## src/rtl/alu_pkg.sv

```systemverilog
// Shared opcode encodings, flag bit positions and the psr-update predicate
// for the two-stage ALU pipeline.
package alu_pkg;

  localparam logic [4:0] OP_AND   = 5'b00001;
  localparam logic [4:0] OP_OR    = 5'b00010;
  localparam logic [4:0] OP_XOR   = 5'b00011;
  localparam logic [4:0] OP_NOT   = 5'b00100;
  localparam logic [4:0] OP_ADD   = 5'b00101;
  localparam logic [4:0] OP_ADDU  = 5'b00110;
  localparam logic [4:0] OP_ADDC  = 5'b00111;
  localparam logic [4:0] OP_ADDCU = 5'b01111;
  localparam logic [4:0] OP_SUB   = 5'b01001;
  localparam logic [4:0] OP_CMP   = 5'b01011;
  localparam logic [4:0] OP_LSH   = 5'b01100;
  localparam logic [4:0] OP_RSH   = 5'b10011;
  localparam logic [4:0] OP_ARSH  = 5'b10111;

  localparam int FLAG_C = 4;
  localparam int FLAG_L = 3;
  localparam int FLAG_F = 2;
  localparam int FLAG_Z = 1;
  localparam int FLAG_N = 0;

  // Only the flag-producing arithmetic ops are allowed to touch psr.
  function automatic logic sets_psr(input logic [4:0] op);
    return (op == OP_ADD) || (op == OP_ADDC) || (op == OP_SUB) || (op == OP_CMP);
  endfunction

endpackage

```

## src/rtl/alu_pipe_if.sv

```systemverilog
// Operation/result handshake bundle for alu_pipe; master = requester, slave = ALU.
interface alu_pipe_if #(parameter int WIDTH = 16);

  logic             in_valid;
  logic             in_ready;
  logic [WIDTH-1:0] in_a;
  logic [WIDTH-1:0] in_b;
  logic [4:0]       in_opcode;
  logic             in_cin;
  logic             out_valid;
  logic             out_ready;
  logic [WIDTH-1:0] out_c;
  logic [4:0]       out_flags;
  logic             out_err;
  logic [4:0]       psr;

  modport master (
    output in_valid, in_a, in_b, in_opcode, in_cin, out_ready,
    input  in_ready, out_valid, out_c, out_flags, out_err, psr
  );

  modport slave (
    input  in_valid, in_a, in_b, in_opcode, in_cin, out_ready,
    output in_ready, out_valid, out_c, out_flags, out_err, psr
  );

endinterface

```

## src/rtl/alu_core.sv

```systemverilog
// Combinational ALU datapath sitting between the two pipeline registers.
module alu_core
  import alu_pkg::*;
#(
  parameter int WIDTH = 16
)
(
  input  logic [WIDTH-1:0] a,
  input  logic [WIDTH-1:0] b,
  input  logic [4:0]       opcode,
  input  logic             cin,
  output logic [WIDTH-1:0] c,
  output logic [4:0]       flags,
  output logic             err
);

  localparam int SHW = $clog2(WIDTH);

  logic [WIDTH:0]   sum;
  logic [SHW-1:0]   sh;
  logic             big;
  logic             carry_in;

  always_comb begin
    c        = '0;
    flags    = '0;
    err      = 1'b0;
    sum      = '0;
    sh       = b[SHW-1:0];
    // any bit above the shift field means the amount is >= WIDTH
    big      = |b[WIDTH-1:SHW];
    carry_in = ((opcode == OP_ADDC) || (opcode == OP_ADDCU)) ? cin : 1'b0;
    case (opcode)
      OP_AND: c = a & b;
      OP_OR:  c = a | b;
      OP_XOR: c = a ^ b;
      OP_NOT: c = ~a;
      OP_ADD, OP_ADDU, OP_ADDC, OP_ADDCU: begin
        sum = {1'b0, a} + {1'b0, b} + {{WIDTH{1'b0}}, carry_in};
        c   = sum[WIDTH-1:0];
        if ((opcode == OP_ADD) || (opcode == OP_ADDC)) begin
          flags[FLAG_C] = sum[WIDTH];
          flags[FLAG_F] = (a[WIDTH-1] == b[WIDTH-1]) && (c[WIDTH-1] != a[WIDTH-1]);
          flags[FLAG_Z] = (c == '0);
          flags[FLAG_N] = c[WIDTH-1];
        end
      end
      OP_SUB: begin
        c             = a - b;
        flags[FLAG_F] = (a[WIDTH-1] != b[WIDTH-1]) && (c[WIDTH-1] != a[WIDTH-1]);
        flags[FLAG_Z] = (c == '0);
        flags[FLAG_N] = c[WIDTH-1];
      end
      OP_CMP: begin
        flags[FLAG_Z] = (a == b);
        flags[FLAG_N] = ($signed(a) < $signed(b));
        flags[FLAG_L] = (a < b);
      end
      OP_LSH:  c = big ? '0 : (a << sh);
      OP_RSH:  c = big ? '0 : (a >> sh);
      OP_ARSH: c = big ? {WIDTH{a[WIDTH-1]}} : $unsigned($signed(a) >>> sh);
      default: err = 1'b1;
    endcase
  end

endmodule

```

## src/rtl/alu_pipe.sv

```systemverilog
// Two-stage valid/ready ALU pipeline: operand register, alu_core, result register,
// plus a sticky psr loaded when a flag-setting result is consumed.
module alu_pipe
  import alu_pkg::*;
#(
  parameter int WIDTH = 16
)
(
  input  logic      clk,
  input  logic      rst_n,
  alu_pipe_if.slave bus
);

  logic             s1_valid;
  logic [WIDTH-1:0] s1_a;
  logic [WIDTH-1:0] s1_b;
  logic [4:0]       s1_op;
  logic             s1_cin;
  logic             s1_psr_upd;

  logic [WIDTH-1:0] core_c;
  logic [4:0]       core_flags;
  logic             core_err;

  logic             out_valid_q;
  logic [WIDTH-1:0] out_c_q;
  logic [4:0]       out_flags_q;
  logic             out_err_q;
  logic             s2_psr_upd;
  logic [4:0]       psr_q;

  logic             s2_free;
  logic             s1_adv;
  logic             in_ready_w;

  // in_ready depends only on registered state and out_ready, never on in_valid
  assign s2_free    = !out_valid_q || bus.out_ready;
  assign s1_adv     = s1_valid && s2_free;
  assign in_ready_w = !s1_valid || s1_adv;

  always_ff @(posedge clk or negedge rst_n) begin
    if (!rst_n) begin
      s1_valid   <= 1'b0;
      s1_a       <= '0;
      s1_b       <= '0;
      s1_op      <= '0;
      s1_cin     <= 1'b0;
      s1_psr_upd <= 1'b0;
    end else if (in_ready_w) begin
      s1_valid <= bus.in_valid;
      if (bus.in_valid) begin
        s1_a       <= bus.in_a;
        s1_b       <= bus.in_b;
        s1_op      <= bus.in_opcode;
        s1_cin     <= bus.in_cin;
        s1_psr_upd <= sets_psr(bus.in_opcode);
      end
    end
  end

  alu_core #(.WIDTH(WIDTH)) u_core (
    .a      (s1_a),
    .b      (s1_b),
    .opcode (s1_op),
    .cin    (s1_cin),
    .c      (core_c),
    .flags  (core_flags),
    .err    (core_err)
  );

  always_ff @(posedge clk or negedge rst_n) begin
    if (!rst_n) begin
      out_valid_q <= 1'b0;
      out_c_q     <= '0;
      out_flags_q <= '0;
      out_err_q   <= 1'b0;
      s2_psr_upd  <= 1'b0;
      psr_q       <= '0;
    end else begin
      if (s2_free) begin
        out_valid_q <= s1_valid;
        if (s1_valid) begin
          out_c_q     <= core_c;
          out_flags_q <= core_flags;
          out_err_q   <= core_err;
          s2_psr_upd  <= s1_psr_upd;
        end
      end
      if (out_valid_q && bus.out_ready && s2_psr_upd)
        psr_q <= out_flags_q;
    end
  end

  assign bus.in_ready  = in_ready_w;
  assign bus.out_valid = out_valid_q;
  assign bus.out_c     = out_c_q;
  assign bus.out_flags = out_flags_q;
  assign bus.out_err   = out_err_q;
  assign bus.psr       = psr_q;

endmodule
```

## src/flat_wrapper.sv

```systemverilog
// flat-port wrapper written by rule: the top's interface ports become plain ports
module alu_pipe_flat import alu_pkg::*;
#(
  parameter int WIDTH = 16
)
  (clk, rst_n, bus_in_valid, bus_in_a, bus_in_b, bus_in_opcode, bus_in_cin, bus_out_ready, bus_in_ready, bus_out_valid, bus_out_c, bus_out_flags, bus_out_err, bus_psr);
  alu_pipe_if #(.WIDTH(WIDTH)) bus_i ();
  input  logic clk;
  input  logic rst_n;
  input wire logic [$bits(bus_i.in_valid)-1:0] bus_in_valid;
  input wire logic [$bits(bus_i.in_a)-1:0] bus_in_a;
  input wire logic [$bits(bus_i.in_b)-1:0] bus_in_b;
  input wire logic [$bits(bus_i.in_opcode)-1:0] bus_in_opcode;
  input wire logic [$bits(bus_i.in_cin)-1:0] bus_in_cin;
  input wire logic [$bits(bus_i.out_ready)-1:0] bus_out_ready;
  output wire logic [$bits(bus_i.in_ready)-1:0] bus_in_ready;
  output wire logic [$bits(bus_i.out_valid)-1:0] bus_out_valid;
  output wire logic [$bits(bus_i.out_c)-1:0] bus_out_c;
  output wire logic [$bits(bus_i.out_flags)-1:0] bus_out_flags;
  output wire logic [$bits(bus_i.out_err)-1:0] bus_out_err;
  output wire logic [$bits(bus_i.psr)-1:0] bus_psr;
  assign bus_i.in_valid = bus_in_valid;
  assign bus_i.in_a = bus_in_a;
  assign bus_i.in_b = bus_in_b;
  assign bus_i.in_opcode = bus_in_opcode;
  assign bus_i.in_cin = bus_in_cin;
  assign bus_i.out_ready = bus_out_ready;
  assign bus_in_ready = bus_i.in_ready;
  assign bus_out_valid = bus_i.out_valid;
  assign bus_out_c = bus_i.out_c;
  assign bus_out_flags = bus_i.out_flags;
  assign bus_out_err = bus_i.out_err;
  assign bus_psr = bus_i.psr;
  alu_pipe #(.WIDTH(WIDTH)) u_core (.clk(clk), .rst_n(rst_n), .bus(bus_i));
endmodule
```

## config.mk

```make
export PLATFORM = sky130hd
export DESIGN_NAME = alu_pipe_flat
export DESIGN_NICKNAME = d
export VERILOG_FILES = /design/src/rtl/alu_pkg.sv /design/src/rtl/alu_pipe_if.sv /design/src/rtl/alu_core.sv /design/src/rtl/alu_pipe.sv /design/src/flat_wrapper.sv
export SDC_FILE = /design/constraint.sdc
export NUM_CORES = 1
export LEC_CHECK = 0
export ABC_AREA = 1
export BUFFER_PORTS_ARGS = -buffer_cell sky130_fd_sc_hd__buf_2
export CAP_MARGIN = 5
export CORE_AREA = 2 2 159 161
export DETAILED_ROUTE_END_ITERATION = 6
export DIE_AREA = 0 0 161 163
export HOLD_SLACK_MARGIN = 0.15
export PLACE_DENSITY = 0.53
export SLEW_MARGIN = 20
export SYNTH_ARGS = -nofsm -noshare
export SYNTH_HDL_FRONTEND = slang
export SYNTH_HIERARCHICAL = 1
export SYNTH_SLANG_ARGS = --single-unit
```

## constraint.sdc

```tcl
create_clock -name clk -period 8.2 [get_ports clk]
set_clock_uncertainty 0.1 [all_clocks]
set_input_delay 2.46 -clock clk [delete_from_list [all_inputs] [get_ports clk]]
set_output_delay 2.46 -clock clk [all_outputs]
set_load 0.05 [all_outputs]
```

==> results.sh, run 1 <==
export IMPL_status="complete, no violations"
export IMPL_gp_congestion=0.930
export IMPL_crit_path_start="bus_out_ready"
export IMPL_ctsHtreeMaxLevel=3
export IMPL_cts_setup_buffers=0
export IMPL_drv_cap=0
export IMPL_ant_nets=0
export IMPL_hold_buffers=0
export IMPL_maxSlewHeadroom_pct=38.2
export IMPL_seq_power_share_pct=25.0
export IMPL_internal_power_mw=0.958
export IMPL_pwr_share_comb_pct=54.4
export IMPL_synth_common_cells="454 x nand2_1, 123 x inv_1, 96 x nand3_1"
export IMPL_clkLatencyLatePin_ps=350
export IMPL_synth_top_flop_cell="dfrtp_1"
export IMPL_synth_edf_count=0
export IMPL_hold_depth=2
export IMPL_synth_seq_cells=69
export IMPL_io_buffers=70
export IMPL_final_cells=1562
export IMPL_synthArstFlopShare_pct=100
export IMPL_cp_start_kind="input pin"
export IMPL_reg2reg_from="u_core/s1_b[1]$_DFFE_PN0P_"
export IMPL_tightestPinTransition_ps=925
export IMPL_cts_tree="built"
export IMPL_ir_worst_vdd_mv=0.139
export IMPL_hold_viol_final=0
export IMPL_powerDensity_nw_per_um2=254
export IMPL_placed_cells=1546
export IMPL_syn_area_sq_um=7300
export IMPL_crit_path_end="bus_in_ready"
export IMPL_cp_arrival_ps=2970
export IMPL_design_portCount=71
export IMPL_syn_nets=1285
export IMPL_wl_per_cell_microns=18.2
export IMPL_initial_core_util_pct=29.6
export IMPL_clockRootBuffer="clkbuf_16"
export IMPL_cts_clk_slew_worst_paths_ps=60
export IMPL_die_h_microns=163
export IMPL_p_sw_mw=1.09
export IMPL_reg2reg_to="u_core/bus.out_flags[1]$_DFFE_PN0P_"
export IMPL_syn_area_per_cell_sq_um=6.13
export IMPL_grt_pass1_vias=7682
export IMPL_drtIter0Drc=707
export IMPL_drive_gt1_share_pct=10.1
export IMPL_ys_seq_area_share_pct=23.7
export IMPL_finalCritPeriodShare_pct=67.4
export IMPL_grt_max_degree=53
export IMPL_antenna_diode_count=0
export IMPL_slew_violations=0
export IMPL_core_sq_um=24700
export IMPL_grt_overflow=0
export IMPL_yosysUniqueCellTypes=52
export IMPL_max_freq_ghz=0.181
export IMPL_p_leak_nw=4.34
export IMPL_cts_resized_gates=0
export IMPL_dr_pass1_iters=5
export IMPL_viasPerCell=5.13
export IMPL_drc=0
export IMPL_synth_top_area_share_pct=23.7
export IMPL_wl_microns=28400
export IMPL_antenna_found_initial=0
export IMPL_cts_buffers=9
export IMPL_holdCritPathClass="register to register"
export IMPL_syn_inst=1191
export IMPL_clkSinkCount=69
export IMPL_die_x_microns=161
export IMPL_hpwl_microns=21900
export IMPL_vias=8017
export IMPL_synth_warnings=6
export IMPL_grtUsageTotal_pct=21.8
export IMPL_worstSetupPathType="input pin to output port"
export IMPL_cp_max_fo=3
export IMPL_yosysMostFrequentCell="nand2_1"
export IMPL_dieArea_sq_um=26200
export IMPL_area_growth_pct=10.3
export IMPL_worstSetupEndpointType="output port"
export IMPL_rsz0062_at_grt="false"
export IMPL_min_period_ps=5530
export IMPL_cts_path_max_buffers=2
export IMPL_crit_required_ps=5640
export IMPL_reg2reg_slack_ps=4530
export IMPL_tns_ps=0
export IMPL_grt_first_pass_wirelength_microns=43700
export IMPL_synth_area_leaders="dfrtp_1 24%, nand2_1 23%, ha_1 8.4%, nand3_1 6.6%, inv_1 6.3%"
export IMPL_setup_violations=0
export IMPL_synth_top_area_cell="dfrtp_1"
export IMPL_rows=58
export IMPL_clockPowerShare_pct=20.6
export IMPL_sw_frac_of_total_pct=53.1
export IMPL_fin_nets=1321
export IMPL_reg2reg_depth=18
==> power groups by stage <==
stage | Sequential [mW] | Combinational [mW] | Clock, mW
finish | 0.511 | 1.11 | 0.421
global route | 0.526 | 1.23 | 0.447
CTS | 0.513 | 1.10 | 0.433
detailed placement | 0.519 | 1.10 | 0
global placement | 0.519 | 1.10 | 0
floorplan | 0.651 | 0.673 | 0
==> worst min path at each step <==
stage	to	start
2_1_floorplan	u_core/s2_psr_upd$_DFFE_PN0P_	u_core/s2_psr_upd$_DFFE_PN0P_
3_3_place_gp	u_core/bus.out_c[2]$_DFFE_PN0P_	u_core/bus.out_c[2]$_DFFE_PN0P_
3_5_place_dp	u_core/bus.out_c[2]$_DFFE_PN0P_	u_core/bus.out_c[2]$_DFFE_PN0P_
4_1_cts	u_core/bus.out_c[1]$_DFFE_PN0P_	u_core/bus.out_c[1]$_DFFE_PN0P_
5_1_grt	u_core/bus.psr[1]$_DFFE_PN0P_	u_core/bus.psr[1]$_DFFE_PN0P_
6_report	u_core/bus.out_c[1]$_DFFE_PN0P_	u_core/bus.out_c[1]$_DFFE_PN0P_
==> stage by stage <==
| stage | area (sq um) | power [mW] | hold slack [ps] | worst slack (ps) | util (%) |
|---|---|---|---|---|---|
| 3_5_place_dp | 7750 | 1.61 | 363 | 2680 | 31.4 |
| 6_report | 8050 | 2.04 | 374 | 2670 | 32.6 |
| 5_1_grt | 8050 | 2.20 | 406 | 2650 | 32.6 |
| 3_3_place_gp | 7750 | 1.62 | 356 | 2670 | 31.4 |
| 2_1_floorplan | 7300 | 1.32 | 343 | 2870 | - |
| 4_1_cts | 8050 | 2.05 | 378 | 2670 | 32.6 |
==> kinds of logic after synthesis <==
family,share of synthesized area (%)
buf+inv,11.9
flops,23.7
simple gates,39.1
xor+xnor,0.480
mux,0.823
fa+ha+maj,9.22
compound gates,14.9
==> placed cells by master (no fill, tap or decap), drive strengths merged <==
master	netlist	layout
xor2	3	3
nand3	97	97
or2	2	2
o22ai	25	25
nand2	459	459
a21o	2	2
o2111a	1	1
and2	1	1
clkbuf	11	9
o21a	7	7
a31o	1	1
a31oi	1	1
clkinv	3	4
o21ai	64	64
nor4	2	2
buf	38	74
o2111ai	3	3
mux2i	6	6
fa	3	3
bufinv	0	1
o211ai	8	8
o21bai	3	3
nand4	20	20
ha	49	49
nand3b	2	2
a21oi	64	64
inv	133	136
a211oi	3	3
clkinvlp	0	2
nor3b	1	1
nor2	94	94
xnor2	1	1
dfrtp	69	69
o31ai	1	1
nor3	12	12
o221ai	2	2
==> layout make-up <==
cell class | instances | area [sq um]
inverter | 136 | 518
timing repair buffer | 74 | 383
multi-input combinational | 937 | 4710
tap | 330 | 413
clock inverter | 7 | 82.6
sequential | 69 | 1730
clock buffer | 9 | 225
fill | 2895 | 16600
==> state kept, by name (all words and copies together) (netlist names), 5 cells and up <==
register              cells
u_core/bus.out_flags      5
u_core/s1_b              16
u_core/s1_op              5
u_core/bus.out_c         16
u_core/bus.psr            5
u_core/s1_a              16
==> critical path: stages <==
cell and delay (ps):
buf_2 110, inv_2 50, nand3_2 90, buf_2 250
==> metal layers <==
metal  track usage [%]  routed length, microns  up-vias
met5                 0                       0        -
met2              35.5                   12900      320
met3              3.18                    1910       68
li1                  -                       -     3916
met1              28.6                   12400     3713
met4              9.90                    1190        0
No activity file was read; power rests on OpenSTA's default activity.
==> inputs of run 2 (changes only) <==
==> constraint.sdc (replaced) <==
create_clock -name clk -period 5.6 [get_ports clk]
set_clock_uncertainty 0.1 [all_clocks]
set_input_delay 1.68 -clock clk [delete_from_list [all_inputs] [get_ports clk]]
set_output_delay 1.68 -clock clk [all_outputs]
set_load 0.05 [all_outputs]
==> run 2 against run 1 <==
  * Total power increased by 46%
  * Highest routed layer unchanged
  * Core utilization about the same
  * Sequential power increased by 47%
  * Worst setup slack got worse by 1000 ps
  * Hold slack got worse by 6.7 ps
  * Final area about the same
  * Register-to-register slack got worse by 2500 ps
  * Largest cell class unchanged
  * Global-route usage decreased by 0.30 points
  * Routed wire length decreased by 1.7%
  * Final cell count unchanged
==> results.sh, run 2 (synthesized netlist as in run 1, its figures left out) <==
export IMPL_post_dp_cell_area_sq_um=7750
export IMPL_antenna_found_initial=0
export IMPL_cts_buffers=9
export IMPL_reg2reg_to="u_core/bus.out_flags[0]$_DFFE_PN0P_"
export IMPL_grt_first_pass_wirelength_microns=43200
export IMPL_setup_violations=0
export IMPL_cts_path_max_buffers=2
export IMPL_cp_arrival_ps=2190
export IMPL_viasPerCell=5.12
export IMPL_worstSetupPathType="input pin to output port"
export IMPL_drv_cap=0
export IMPL_fin_area_sq_um=8060
export IMPL_p_leak_nw=4.35
export IMPL_min_period_ps=3970
export IMPL_placed_cells=1546
export IMPL_cts_setup_buffers=0
export IMPL_grt_pass1_vias=7592
export IMPL_cts_clk_slew_worst_paths_ps=60
export IMPL_design_portCount=71
export IMPL_cts_tree="built"
export IMPL_finalCritPeriodShare_pct=70.9
export IMPL_die_x_microns=161
export IMPL_maxSlewHeadroom_pct=40.5
export IMPL_grtUsageTotal_pct=21.5
export IMPL_rsz0062_at_grt="false"
export IMPL_status="complete, no violations"
export IMPL_rows=58
export IMPL_ctsHtreeMaxLevel=3
export IMPL_mostFrequentLayoutCells="454 x nand2_1, 123 x inv_1, 96 x nand3_1"
export IMPL_clkLatencyLatePin_ps=350
export IMPL_reg2reg_from="u_core/s1_b[1]$_DFFE_PN0P_"
export IMPL_vias=8004
export IMPL_grt_max_degree=45
export IMPL_tightestPinTransition_ps=890
export IMPL_drtIter0Drc=643
export IMPL_final_common_cell="nand2_1"
export IMPL_reg2reg_slack_ps=2040
export IMPL_cp_start_kind="input pin"
export IMPL_drc=0
export IMPL_crit_path_start="bus_out_ready"
export IMPL_hold_buffers=0
export IMPL_hpwl_microns=21700
export IMPL_hold_viol_final=0
export IMPL_cp_max_fo=3
export IMPL_fin_nets=1321
export IMPL_reg2reg_depth=15
export IMPL_dieArea_sq_um=26200
export IMPL_fin_ws_ps=1630
export IMPL_worstSetupEndpointType="output port"
export IMPL_cts_resized_gates=0
export IMPL_ant_nets=0
export IMPL_powerDensity_nw_per_um2=370
export IMPL_slew_violations=0
export IMPL_core_sq_um=24700
export IMPL_io_buffers=70
export IMPL_initial_core_util_pct=29.6
export IMPL_holdWs_ps=367
export IMPL_drive_gt1_share_pct=10.1
export IMPL_grt_overflow=0
export IMPL_wl_per_cell_microns=17.8
export IMPL_power_total_mw=2.98
export IMPL_crit_path_end="bus_in_ready"
export IMPL_postLayoutCoreUtil_pct=32.6
export IMPL_dr_pass1_iters=6
export IMPL_holdCritPathClass="register to register"
export IMPL_min_from="u_core/bus.out_c[10]$_DFFE_PN0P_"
export IMPL_clkSinkCount=69
export IMPL_tns_ps=0
export IMPL_die_h_microns=163
export IMPL_dpl_worst_slack_ps=1630
export IMPL_crit_required_ps=3820
export IMPL_max_freq_ghz=0.252
export IMPL_wl_microns=27900
export IMPL_ir_worst_vdd_mv=0.180
export IMPL_clockRootBuffer="clkbuf_16"
export IMPL_final_cells=1562
export IMPL_area_growth_pct=10.4
export IMPL_gp_congestion=0.956
export IMPL_antenna_diode_count=0
-- run 2: cell types whose count changed in the layout (fill, tap and decap cells not counted), sizes merged --
cell / change
clkinv: +3
inv: -2
clkinvlp: -2
clkbuf: +1
-- run 2: report_power, final --
part	internal [mW]	switching, mW
clock	0.360	0.243
combinational	0.438	1.19
sequential	0.611	0.139
total	1.41	1.57
-- run 2: area by class of cell --
class,count,area (sq um)
Fill cell,2832,16600
Timing Repair Buffer,74,383
Inverter,136,518
Sequential cell,69,1730
Clock inverter,6,70.1
Tap cell,330,413
Clock buffer,10,239
Multi-Input combinational cell,937,4710
-- run 2: worst min path at each step --
stage / to / cells past startpoint
final: u_core/bus.out_c[10]$_DFFE_PN0P_ / 2
after detailed placement: u_core/bus.out_c[10]$_DFFE_PN0P_ / 2
after CTS: u_core/bus.out_c[0]$_DFFE_PN0P_ / 2
after global routing: u_core/bus.out_c[10]$_DFFE_PN0P_ / 2
after global placement: u_core/bus.out_c[0]$_DFFE_PN0P_ / 2
after floorplan: u_core/s2_psr_upd$_DFFE_PN0P_ / 2
-- run 2: critical path, stage by stage --
cell and delay (ps):
buf_2 110, inv_2 50, nand3_2 90, buf_2 260
-- run 2: metal layers --
layer  vias up  GRT usage, %  wire length, microns
met5         -             0                     0
met4         0          10.5                  1280
met3        75          3.44                  1600
met2       297          35.0                 12600
met1      3718          27.7                 12400
li1       3914             -                     -
==> inputs of run 3 (changes only) <==
--- a/config.mk
+++ b/config.mk
@@ -12,7 +12,7 @@
 export DETAILED_ROUTE_END_ITERATION = 6
 export DIE_AREA = 0 0 161 163
 export HOLD_SLACK_MARGIN = 0.15
-export PLACE_DENSITY = 0.53
+export PLACE_DENSITY = 0.54
 export SLEW_MARGIN = 20
 export SYNTH_ARGS = -nofsm -noshare
 export SYNTH_HDL_FRONTEND = slang
==> constraint.sdc (replaced) <==
create_clock -name clk -period 3.56 [get_ports clk]
set_clock_uncertainty 0.1 [all_clocks]
set_input_delay 1.068 -clock clk [delete_from_list [all_inputs] [get_ports clk]]
set_output_delay 1.068 -clock clk [all_outputs]
set_load 0.05 [all_outputs]
==> run 3 against run 2 <==
  * Via count up 2.0%
  * Flip-flop and latch count unchanged
  * Sequential power up 50%
  * First-iteration DRC count up 22%
  * Sequential share of layout area down 0.43 points
  * Clock-buffer cell count down 1
  * Core utilization up 0.66 points
  * Largest power group unchanged
==> results.sh, run 3 (synthesized netlist as in run 1, its figures left out) <==
export IMPL_status="complete, no violations"
export IMPL_cts_path_max_buffers=2
export IMPL_drtIter0Drc=782
export IMPL_grtUsageTotal_pct=22.3
export IMPL_cp_arrival_ps=3120
export IMPL_multi_input_area_sq_um=4710
export IMPL_p_leak_nw=4.45
export IMPL_io_buffers=70
export IMPL_area_growth_pct=12.6
export IMPL_gp_congestion=1.02
export IMPL_worstSetupEndpointType="register"
export IMPL_drc=0
export IMPL_finalCritPeriodShare_pct=84.0
export IMPL_worstSetupPathType="register to register"
export IMPL_hold_buffers=0
export IMPL_reg2reg_slack_ps=570
export IMPL_core_sq_um=24700
export IMPL_grt_overflow=0
export IMPL_max_freq_ghz=0.334
export IMPL_design_portCount=71
export IMPL_hold_depth=2
export IMPL_antenna_diode_count=0
export IMPL_cp_start_kind="register"
export IMPL_viasPerCell=5.17
export IMPL_postLayoutCoreUtil_pct=33.3
export IMPL_wl_microns=29400
export IMPL_dieArea_sq_um=26200
export IMPL_cts_setup_buffers=0
export IMPL_initial_core_util_pct=29.6
export IMPL_fin_nets=1340
export IMPL_drv_cap=0
export IMPL_vias=8168
export IMPL_power_total_mw=4.86
export IMPL_rows=58
export IMPL_maxSlewHeadroom_pct=39.9
export IMPL_ant_nets=0
export IMPL_slew_violations=0
export IMPL_fin_area_sq_um=8220
export IMPL_powerDensity_nw_per_um2=591
export IMPL_cts_buffers=9
export IMPL_mostFrequentLayoutCells="454 x nand2_1, 123 x inv_1, 96 x nand3_1"
export IMPL_crit_required_ps=3690
export IMPL_n_fill_cell=2828
export IMPL_hold_viol_final=0
export IMPL_min_period_ps=2990
export IMPL_regArea_sq_um=1730
export IMPL_drive_gt1_share_pct=11.4
export IMPL_die_x_microns=161
export IMPL_grt_max_degree=70
export IMPL_min_from="u_core/bus.out_c[9]$_DFFE_PN0P_"
export IMPL_tns_ps=0
export IMPL_holdCritPathClass="register to register"
export IMPL_reg2reg_to="u_core/bus.out_flags[1]$_DFFE_PN0P_"
export IMPL_post_dp_cell_area_sq_um=7890
export IMPL_hpwl_microns=23300
export IMPL_reg2reg_from="u_core/s1_op[1]$_DFFE_PN0P_"
export IMPL_clkSinkCount=69
export IMPL_rsz0062_at_grt="false"
export IMPL_setup_violations=0
export IMPL_die_h_microns=163
export IMPL_clkLatencyLatePin_ps=360
export IMPL_reg2reg_depth=23
export IMPL_antenna_found_initial=0
export IMPL_ctsHtreeMaxLevel=3
export IMPL_cp_max_fo=6
export IMPL_final_common_cell="nand2_1"
export IMPL_grt_pass1_vias=7777
export IMPL_cts_tree="built"
export IMPL_ir_worst_vdd_mv=0.297
export IMPL_tightestPinTransition_ps=901
export IMPL_whs_endpoint="u_core/bus.out_c[9]$_DFFE_PN0P_"
export IMPL_cts_clk_slew_worst_paths_ps=70
export IMPL_grt_first_pass_wirelength_microns=44600
export IMPL_dr_pass1_iters=7
export IMPL_wl_per_cell_microns=18.6
export IMPL_clockRootBuffer="clkbuf_16"
export IMPL_cts_resized_gates=0
==> run 3: cell count changes in the layout (fill, tap and decap cells not counted) <==
cell	before	now
clkinvlp_4	0	1
inv_6	1	3
clkinv_2	1	0
clkbuf_8	1	0
inv_8	0	1
buf_4	5	24
bufinv_16	1	2
clkinv_4	4	1
==> run 3: metal layers <==
layer | vias to the layer above | share of wire, % | wire (microns) | global-route usage, %
met5 | - | 0 | 0 | 0
met4 | 0 | 3.8 | 1110 | 9.58
met3 | 63 | 6.6 | 1940 | 2.95
met2 | 330 | 46 | 13500 | 36.9
met1 | 3822 | 44 | 12800 | 29.3
li1 | 3953 | - | - | -
==> run 3: cell type report <==
cell class	count	share of cell area [%]
multi-input cells	937	57.3
flip-flops and latches	69	21.0
repair buffers	93	6.39
inverters	136	6.30
well taps	330	5.02
clock buffers	9	2.74
clock inverters	7	1.28
==> run 3: worst max-delay path by stage <==
stage,end,cells after the start,start
2_1_floorplan,u_core/bus.out_flags[1]$_DFFE_PN0P_,23,u_core/s1_op[1]$_DFFE_PN0P_
3_5_place_dp,u_core/bus.out_flags[1]$_DFFE_PN0P_,23,u_core/s1_op[1]$_DFFE_PN0P_
4_1_cts,u_core/bus.out_flags[1]$_DFFE_PN0P_,23,u_core/s1_op[1]$_DFFE_PN0P_
3_3_place_gp,u_core/bus.out_flags[1]$_DFFE_PN0P_,23,u_core/s1_op[1]$_DFFE_PN0P_
6_report,u_core/bus.out_flags[1]$_DFFE_PN0P_,23,u_core/s1_op[1]$_DFFE_PN0P_
5_1_grt,u_core/bus.out_flags[1]$_DFFE_PN0P_,23,u_core/s1_op[0]$_DFFE_PN0P_
==> run 3: worst max-delay path, cell delays in order (launching register included) <==
cell     delay [ps]
dfrtp_1         430
nand2_1          90
nor2_1          130
inv_1            70
nor2_1          140
fa_1            240
inv_1            70
fa_1            390
inv_1           110
nand2_1          50
nand2_1          80
nand3_1          90
nand2_1         120
nand2_1          90
nand2_1         100
nand2_1          50
nand2_1          80
nor2_1           50
nand3_1          70
nor2_1           40
nor2_1           80
nand2_1          70
nor2_1          100
a21oi_1          50
==> run 3: stage by stage <==
step	setup WS [ps]	instances	hold WS (ps)
after floorplan	958	1191	343
after global placement	646	1565	355
final	570	1581	369
after CTS	596	1581	371
after detailed placement	638	1565	355
after global routing	222	1581	385
==> run 3: report_power, final <==
group | internal, mW | switching, mW
registers | 0.962 | 0.164
logic | 0.724 | 1.96
clock network | 0.627 | 0.416
